$ cat src/rtl/mips_boot_loader_if.sv
// Byte-stream input and instruction-memory/core-control outputs of the boot loader.
// The master side is the image source plus the memory/core; the slave side is the loader.
interface mips_boot_loader_if #(
    parameter int ADDR_W = 10
);
    logic              in_valid;
    logic [7:0]        in_byte;
    logic              in_last;
    logic              in_ready;
    logic              im_we;
    logic [ADDR_W-1:0] im_addr;
    logic [31:0]       im_wdata;
    logic              cpu_reset;
    logic              done;
    logic              error;
    logic [ADDR_W:0]   word_count;

    modport master (
        output in_valid, in_byte, in_last,
        input  in_ready, im_we, im_addr, im_wdata, cpu_reset, done, error, word_count
    );

    modport slave (
        input  in_valid, in_byte, in_last,
        output in_ready, im_we, im_addr, im_wdata, cpu_reset, done, error, word_count
    );
endinterface

$ cat src/rtl/mips_boot_loader.sv
// Loads a big-endian byte stream into instruction memory while holding the mips core
// in reset, then releases the core after a fixed hold time.
module mips_boot_loader #(
    parameter int ADDR_W     = 10,
    parameter int RESET_HOLD = 4
) (
    input  logic              clock,
    input  logic              reset,
    mips_boot_loader_if.slave bus
);
    typedef enum logic [2:0] {
        S_INIT, S_LOAD, S_WRITE, S_RELEASE, S_RUN, S_ERR
    } state_t;

    localparam int              HOLD_W   = $clog2(RESET_HOLD + 1);
    localparam logic [ADDR_W:0] CAPACITY = {1'b1, {ADDR_W{1'b0}}};

    state_t            r_state;
    logic [1:0]        r_k;
    logic [23:0]       r_partial;
    logic              r_last;
    logic [HOLD_W-1:0] r_hold;
    logic              r_we;
    logic [ADDR_W-1:0] r_addr;
    logic [31:0]       r_wdata;
    logic              r_cpu_reset;
    logic              r_done;
    logic              r_error;
    logic [ADDR_W:0]   r_count;

    logic w_xfer;

    assign w_xfer        = bus.in_valid && (r_state == S_LOAD);
    assign bus.in_ready  = (r_state == S_LOAD);
    assign bus.im_we     = r_we;
    assign bus.im_addr   = r_addr;
    assign bus.im_wdata  = r_wdata;
    assign bus.cpu_reset = r_cpu_reset;
    assign bus.done      = r_done;
    assign bus.error     = r_error;
    assign bus.word_count = r_count;

    // Leading bytes of the current word; the 4th byte goes straight into r_wdata.
    always_ff @(posedge clock) begin
        if (w_xfer && (r_k != 2'd3)) begin
            r_partial <= {r_partial[15:0], bus.in_byte};
        end
    end

    always_ff @(posedge clock or posedge reset) begin
        if (reset) begin
            r_state     <= S_INIT;
            r_k         <= 2'd0;
            r_last      <= 1'b0;
            r_hold      <= '0;
            r_we        <= 1'b0;
            r_addr      <= '0;
            r_wdata     <= '0;
            r_cpu_reset <= 1'b1;
            r_done      <= 1'b0;
            r_error     <= 1'b0;
            r_count     <= '0;
        end else begin
            case (r_state)
                S_INIT: r_state <= S_LOAD;
                S_LOAD: begin
                    if (w_xfer) begin
                        if (r_k != 2'd3) begin
                            if (bus.in_last) begin
                                r_state <= S_ERR;
                                r_error <= 1'b1;
                            end else begin
                                r_k <= r_k + 2'd1;
                            end
                        end else if (r_count == CAPACITY) begin
                            r_state <= S_ERR;
                            r_error <= 1'b1;
                        end else begin
                            r_we    <= 1'b1;
                            r_addr  <= r_count[ADDR_W-1:0];
                            r_wdata <= {r_partial, bus.in_byte};
                            r_last  <= bus.in_last;
                            r_state <= S_WRITE;
                        end
                    end
                end
                S_WRITE: begin
                    r_we    <= 1'b0;
                    r_count <= r_count + 1'b1;
                    r_k     <= 2'd0;
                    if (r_last) begin
                        r_state <= S_RELEASE;
                        r_hold  <= HOLD_W'(RESET_HOLD - 1);
                    end else begin
                        r_state <= S_LOAD;
                    end
                end
                S_RELEASE: begin
                    if (r_hold == '0) begin
                        r_state     <= S_RUN;
                        r_cpu_reset <= 1'b0;
                        r_done      <= 1'b1;
                    end else begin
                        r_hold <= r_hold - 1'b1;
                    end
                end
                default: ;
            endcase
        end
    end
endmodule

$ cat src/flat_wrapper.sv
// flat-port wrapper written by rule: the top's interface ports become plain ports
module mips_boot_loader_flat 
#(
    parameter int ADDR_W     = 10,
    parameter int RESET_HOLD = 4
)
  (clock, reset, bus_in_valid, bus_in_byte, bus_in_last, bus_in_ready, bus_im_we, bus_im_addr, bus_im_wdata, bus_cpu_reset, bus_done, bus_error, bus_word_count);
  mips_boot_loader_if #(.ADDR_W(ADDR_W)) bus_i ();
  input  logic clock;
  input  logic reset;
  input wire logic [$bits(bus_i.in_valid)-1:0] bus_in_valid;
  input wire logic [$bits(bus_i.in_byte)-1:0] bus_in_byte;
  input wire logic [$bits(bus_i.in_last)-1:0] bus_in_last;
  output wire logic [$bits(bus_i.in_ready)-1:0] bus_in_ready;
  output wire logic [$bits(bus_i.im_we)-1:0] bus_im_we;
  output wire logic [$bits(bus_i.im_addr)-1:0] bus_im_addr;
  output wire logic [$bits(bus_i.im_wdata)-1:0] bus_im_wdata;
  output wire logic [$bits(bus_i.cpu_reset)-1:0] bus_cpu_reset;
  output wire logic [$bits(bus_i.done)-1:0] bus_done;
  output wire logic [$bits(bus_i.error)-1:0] bus_error;
  output wire logic [$bits(bus_i.word_count)-1:0] bus_word_count;
  assign bus_i.in_valid = bus_in_valid;
  assign bus_i.in_byte = bus_in_byte;
  assign bus_i.in_last = bus_in_last;
  assign bus_in_ready = bus_i.in_ready;
  assign bus_im_we = bus_i.im_we;
  assign bus_im_addr = bus_i.im_addr;
  assign bus_im_wdata = bus_i.im_wdata;
  assign bus_cpu_reset = bus_i.cpu_reset;
  assign bus_done = bus_i.done;
  assign bus_error = bus_i.error;
  assign bus_word_count = bus_i.word_count;
  mips_boot_loader #(.ADDR_W(ADDR_W), .RESET_HOLD(RESET_HOLD)) u_core (.clock(clock), .reset(reset), .bus(bus_i));
endmodule
$ cat config.mk
export PLATFORM = sky130hd
export DESIGN_NAME = mips_boot_loader_flat
export DESIGN_NICKNAME = d
export VERILOG_FILES = /design/src/rtl/mips_boot_loader_if.sv /design/src/rtl/mips_boot_loader.sv /design/src/flat_wrapper.sv
export SDC_FILE = /design/constraint.sdc
export NUM_CORES = 1
export LEC_CHECK = 0
export BUFFER_PORTS_ARGS = -buffer_cell sky130_fd_sc_hd__buf_2
export CAP_MARGIN = 20
export CORE_ASPECT_RATIO = 1.4
export CORE_MARGIN = 4
export CORE_UTILIZATION = 54
export DETAILED_ROUTE_END_ITERATION = 12
export PLACE_DENSITY = 0.78
export SETUP_SLACK_MARGIN = 0.02
export SYNTH_ARGS = -nofsm -noshare
export SYNTH_HDL_FRONTEND = slang
export SYNTH_SLANG_ARGS = --single-unit
export TNS_END_PERCENT = 1
$ cat constraint.sdc
create_clock -name clock -period 2.9 [get_ports clock]
set_clock_uncertainty 0.15 [all_clocks]
set_input_delay 0.58 -clock clock [delete_from_list [all_inputs] [get_ports clock]]
set_output_delay 0.58 -clock clock [all_outputs]
set_load 0.02 [all_outputs]
==> summary.txt, run 1 <==
Status - finished, final reports clean
Site Rows - 35
Ys async rst share - 73.3%
IO Pins - 70
Fin crit share - 80.3%
Die Y - 105 µm
Max-slew violation count - 0
GP Congestion - 0.801
Initial antenna violation count - 0
H-tree depth - 3
DRT iter0 DRCs - 120
Count leader, synth - dfrtp_1
Reg2reg path depth - 4
Hold Fails Final Rpt - 0
Net Count, Synth - 244
PortBufs - 69
Yosys warning count - 0
Ys flop type - dfrtp_1
Slew at the pin with the worst max-slew slack - 0.659 ns
FF-to-FF End - u_core.bus.im_wdata[20]$_DFFE_PP0P_
Latest clock arrival within the worst-skew pair - 0.35 ns
Share of the synthesized area in the top cell type - 45.0%
Number of synthesized register bits - 90
First-pass GRT wire length - 10200 µm
CTS tree - done
Final setup violation count - 0
Layout cell share with drive strength beyond 1 - 43.3%
Synthesized cell area - 3620 µm²
CTS buffer count - 9
Class of the tightest hold or removal check - in2async
Crit Path Max Fanout - 33
Max Cap Viol - 0
Synth area leaders - dfrtp_1 45%, edfxtp_1 20%, mux2_4 12%
Drt via density - 5.29
Die area - 8090 µm²
Final ANT Viol Nets - 0
Post-CTS sizing - 0
Starting Density - 55.0%
Area leader, netlist - dfrtp_1
Vias - 2017
Drt drc - 0
Reg-to-Reg Start - u_core.r_state[1]$_DFFE_PP0P_
Yosys cell types - 36
Largest net degree at the start of global routing - 38
Post-Syn Area per Cell - 15.9 µm²
Dpl hpwl - 4230 µm
Final WL - 6110 µm
DP Worst Slack - 0.417 ns
Clock sinks - 90
Number of global-route vias before repair - 2132
Avg WL per Cell - 16.0 µm
Post-synthesis cell count - 227
Total Neg Setup Slack - 0 ns
Gr usage total - 15.8%
Die width - 77.2 µm
Layout Nets - 319
Max transition margin - 56.0%
Synthesis-to-finish area growth - 15.7%
Clk pin slew, worst setup/hold paths - 0.09 ns
First-pass DRT Iterations - 4
Post-synth top cells - 65 x dfrtp_1, 30 x mux2_4, 24 x edfxtp_1, 15 x nand2_1
CP Class - reg2reg
Total grt overflow - 0
Worst setup margin - 0.570 ns
Kind of end point of the critical path - flip-flop
P per Cell Area - 540 nW/µm²
Internal reg-to-reg setup slack - 0.57 ns
Number of synthesized flops with an enable pin - 24
Pleak - 2.09 nW
Max Fclk - 0.429 GHz
Diode count - 0
Minimum clock period - 2.33 ns
Core Footprint - 6570 µm²
Fillcell total - 481
Worst-case clock buffer depth - 2
Multi-input logic area - 1100 µm²
Setup crit start kind - flip-flop
CTS root buffer - clkbuf_8
Setup bufs post-CTS - 0
Sequential area share after synthesis - 65.6%
Unrepaired setup endpoints after global routing - no
CTS Hold Buffers Added - 0
Worst IR Drop VDD - 0.294 mV
Critical path arrival - 2.41 ns
FF+latch area - 2370 µm²
Crit path required time - 2.98 ns
-- final cells by class --
type | count | area share, %
inverters | 7 | 0.628
multi-input cells | 121 | 26.4
clock buffers | 10 | 3.05
clock inverters | 6 | 1.73
repair buffers | 73 | 9.27
flip-flops and latches | 90 | 56.7
well taps | 74 | 2.21
-- worst max path at each step --
| stage | startpoint | endpoint | slack, ns | depth (start not counted) |
|---|---|---|---|---|
| 2_1_floorplan | bus_in_valid | u_core.r_partial[0]$_DFFE_PP_ | 0.24 | 2 |
| 3_3_place_gp | bus_in_valid | u_core.bus.im_wdata[20]$_DFFE_PP0P_ | 0.48 | 5 |
| 3_5_place_dp | bus_in_valid | u_core.bus.im_wdata[20]$_DFFE_PP0P_ | 0.42 | 5 |
| 4_1_cts | u_core.r_state[2]$_DFFE_PP0P_ | u_core.bus.im_wdata[20]$_DFFE_PP0P_ | 0.55 | 4 |
| 5_1_grt | u_core.r_state[2]$_DFFE_PP0P_ | u_core.bus.im_wdata[22]$_DFFE_PP0P_ | 0.42 | 4 |
| 6_report | u_core.r_state[1]$_DFFE_PP0P_ | u_core.bus.im_wdata[20]$_DFFE_PP0P_ | 0.57 | 4 |
-- registers in the layout (all words and copies together), names as in the netlist --
| register | flops |
|---|---|
| u_core.bus.done | 1 |
| u_core.r_k | 2 |
| u_core.bus.cpu_reset | 1 |
| u_core.r_partial | 24 |
| u_core.bus.word_count | 11 |
| u_core.bus.error | 1 |
| u_core.bus.im_we | 1 |
| u_core.r_state | 3 |
| u_core.bus.im_wdata | 32 |
| u_core.r_last | 1 |
| u_core.bus.im_addr | 10 |
| u_core.r_hold | 3 |
-- power by group --
part / switching, mW / internal [mW] / leakage (nW)
Combinational: 0.0469 / 0.0319 / 0.871
Clock: 0.446 / 0.408 / 0.0975
Sequential: 0.0162 / 1.31 / 1.12
-- worst max-delay path, stage by stage (launching register included) --
cell,delay [ns]
dfrtp_1,0.49
nor4bb_4,0.40
and2_1,0.22
and2_4,0.55
mux2_2,0.40
-- layout by cell type (no fill, tap or decap), types with 3 or more instances in the layout --
cell      synthesis  layout
dfrtp_1          65      65
nand2_1          15      15
nor3_1            3       3
buf_2             2      69
ha_1              5       5
xnor2_1           7       7
nand4_1           3       3
inv_1             7       6
o21ai_0           3       3
mux2_4           30      30
edfxtp_1         24      24
xor2_1            4       4
a22o_1            4       4
a21oi_1           6       6
nor2_1            9       9
buf_4             0       3
clkbuf_8          0       9
nor3b_1           3       3
mux2_2            9       9
-- logic make-up (layout without fill, tap and decap cells) --
family | count (synthesis) | count (layout) | synth area share [%]
fa+ha+maj | 5 | 5 | 1.73
mux | 41 | 41 | 15.8
flops | 90 | 90 | 65.6
buf+inv | 16 | 96 | 3.94
xor+xnor | 11 | 11 | 2.66
compound gates | 16 | 16 | 2.84
simple gates | 48 | 48 | 7.37
-- routing by layer --
layer  vias up  GRT usage (%)  part of all wire (%)
met4         0           5.98                   1.7
met5         -              0                     0
met1      1004           18.9                    42
met2        58           27.3                    52
met3        10           4.05                   4.6
li1        945              -                     -
-- per-stage QoR --
stage,power [mW],area [µm²],hold WS [ns],util (%),instances
2_1_floorplan,1.40,3620,0.270,-,227
3_3_place_gp,1.43,3980,0.273,60.6,365
3_5_place_dp,1.43,3980,0.286,60.6,365
4_1_cts,2.28,4180,0.182,63.7,381
5_1_grt,2.35,4180,0.202,63.7,381
6_report,2.26,4180,0.164,63.7,381
Note: power is estimated with default switching activity, not from simulation.
==> inputs of run 2 (changes only) <==
Clock period 2.9 ns to 2.4 ns, I/O delays scaled along.
==> run 2 against run 1 <==
Compared with the run above:
- first-iteration DRC count fell by 15%
- setup slack got worse by 0.29 ns
- fmax rose by 10%
- final area rose by 1.9%
- register-to-register slack got worse by 0.29 ns
- die area did not move
- worst hold slack got worse by 0.14 ns
- via count rose by 0.45%
- largest cell class unchanged
- non-clock buffer count rose by 4
- power rose by 25%
- highest routed layer unchanged
==> summary.txt, run 2 (synthesis gave the netlist of run 1 again) <==
Total grt overflow - 0 (unchanged)
H-tree depth - 3 (unchanged)
Final WL - 6170 µm (+1.0%)
Latest clock arrival within the worst-skew pair - 0.35 ns (about the same)
Pleak - 2.13 nW (+1.8%)
Final cell utilization of the core - 64.9% (+1.2 points)
DRT iter0 DRCs - 102 (-15%)
CTS buffer count - 9 (unchanged)
Starting Density - 55.0% (unchanged)
Reg2reg path depth - 5 (+1)
Clk pin slew, worst setup/hold paths - 0.09 ns (about the same)
Worst-case clock buffer depth - 2 (unchanged)
Layout Nets - 323 (+1.3%)
Drt via density - 5.26 (-0.60%)
Vias - 2026 (+0.45%)
First-pass GRT wire length - 10400 µm (+2.0%)
Max Cap Viol - 0 (unchanged)
Crit path required time - 2.48 ns (-0.50 ns)
PortBufs - 69 (unchanged)
IO Pins - 70 (unchanged)
Hold Fails Final Rpt - 0 (unchanged)
Die width - 77.2 µm (unchanged)
Status - finished, final reports clean
CTS Hold Buffers Added - 0 (unchanged)
Commonest cells after routing, fill and taps aside - 69 x buf_2, 65 x dfrtp_1, 30 x mux2_4
Fin crit share - 88.3% (+7.9 points)
Crit Path Max Fanout - 19 (-42%)
Core Footprint - 6570 µm² (unchanged)
Slew at the pin with the worst max-slew slack - 0.479 ns (-0.180 ns)
Die area - 8090 µm² (unchanged)
Avg WL per Cell - 16.0 µm (about the same)
Minimum clock period - 2.12 ns (-0.211 ns)
Synthesis-to-finish area growth - 17.8%
DP Worst Slack - 0.219 ns (-0.198 ns)
Unrepaired setup endpoints after global routing - no
Post-Place Cell Area - 4040 µm² (+1.4%)
Worst IR Drop VDD - 0.378 mV (+28%)
Initial antenna violation count - 0 (unchanged)
Total Neg Setup Slack - 0 ns (unchanged)
Class of the tightest hold or removal check - in2async
Max transition margin - 68.0% (+12 points)
CP Class - reg2reg
Commonest non-fill, non-tap cell in the layout - buf_2
Reg-to-Reg Start - u_core.r_state[1]$_DFFE_PP0P_
Fillcell total - 479 (-0.42%)
GP Congestion - 0.780 (-2.6%)
Clock sinks - 90 (unchanged)
Final ANT Viol Nets - 0 (unchanged)
Setup crit start kind - flip-flop
Non-Filler Cell Area, Final - 4260 µm² (+1.9%)
Layout cell share with drive strength beyond 1 - 44.4% (+1.1 points)
Worst setup margin - 0.281 ns (-0.289 ns)
Die Y - 105 µm (unchanged)
Setup bufs post-CTS - 0 (unchanged)
P per Cell Area - 664 nW/µm² (+23%)
Drt drc - 0 (unchanged)
CTS root buffer - clkbuf_8
Gr usage total - 16.2% (+0.40 points)
Largest net degree at the start of global routing - 67 (+76%)
Critical path arrival - 2.20 ns (-0.21 ns)
Max reg flops - 32 (unchanged)
Kind of end point of the critical path - flip-flop
Site Rows - 35 (unchanged)
First-pass DRT Iterations - 4 (unchanged)
Final setup violation count - 0 (unchanged)
CTS tree - done
Max-slew violation count - 0 (unchanged)
Diode count - 0 (unchanged)
FF-to-FF End - u_core.bus.im_wdata[22]$_DFFE_PP0P_
Dpl hpwl - 4200 µm (-0.56%)
Internal reg-to-reg setup slack - 0.28 ns (-0.29 ns)
Max Fclk - 0.472 GHz (+10%)
Post-CTS sizing - 0 (unchanged)
Number of global-route vias before repair - 2126 (-0.28%)
## run 2: cell count changes in the layout (fill, tap and decap cells not counted), sizes merged
cell,before,now
buf,73,77
bufinv,1,2
clkbuf,10,9
## run 2: where the power goes
group          total, mW  internal, mW  leakage (nW)  switching, mW
registers           1.60          1.58          1.12         0.0208
clock network       1.13         0.594         0.110          0.535
logic             0.0954        0.0388         0.897         0.0566
total               2.83          2.22          2.13          0.612
## run 2: how the worst max path moves through the flow
stage / startpoint / to / slack (ns) / depth (start not counted)
after floorplan: reset / u_core.bus.done$_DFFE_PP0P_ / 0.12 / 1
after global placement: bus_in_valid / u_core.bus.im_wdata[21]$_DFFE_PP0P_ / 0.24 / 6
after detailed placement: bus_in_valid / u_core.bus.im_wdata[22]$_DFFE_PP0P_ / 0.22 / 6
after CTS: u_core.r_state[1]$_DFFE_PP0P_ / u_core.bus.im_wdata[22]$_DFFE_PP0P_ / 0.27 / 5
after global routing: u_core.r_state[1]$_DFFE_PP0P_ / u_core.bus.im_wdata[22]$_DFFE_PP0P_ / 0.20 / 5
final: u_core.r_state[1]$_DFFE_PP0P_ / u_core.bus.im_wdata[22]$_DFFE_PP0P_ / 0.28 / 5
## run 2: through the flow
| stage | hold WS (ns) | cells | power, mW |
|---|---|---|---|
| global placement | 0.274 | 369 | 1.73 |
| finish | 0.0285 | 385 | 2.83 |
| CTS | 0.0469 | 385 | 2.86 |
| floorplan | 0.270 | 227 | 1.69 |
| global route | 0.0659 | 385 | 2.94 |
| detailed placement | 0.284 | 369 | 1.73 |
## run 2: metal layers
metal | global-route usage (%) | up-vias | part of all wire [%]
li1 | - | 956 | -
met2 | 27.1 | 51 | 50
met5 | 0 | - | 0
met3 | 4.31 | 8 | 4.5
met1 | 20.6 | 1011 | 44
met4 | 4.96 | 0 | 1.6
## run 2: final cells by class
type                       count  area (µm²)  area share [%]
clock inverter                 7        98.8            2.32
timing repair buffer          77         443            10.4
clock buffer                   9         124            2.91
tap                           74        92.6            2.17
sequential                    90        2370            55.7
multi-input combinational    121        1100            25.9
inverter                       7        26.3           0.617
## run 2: worst max-delay path, cell delays in order, from the launching register on
cell,delay (ns)
dfrtp_1,0.49
nor4bb_4,0.32
and2_1,0.22
and2_4,0.27
buf_12,0.21
mux2_2,0.35
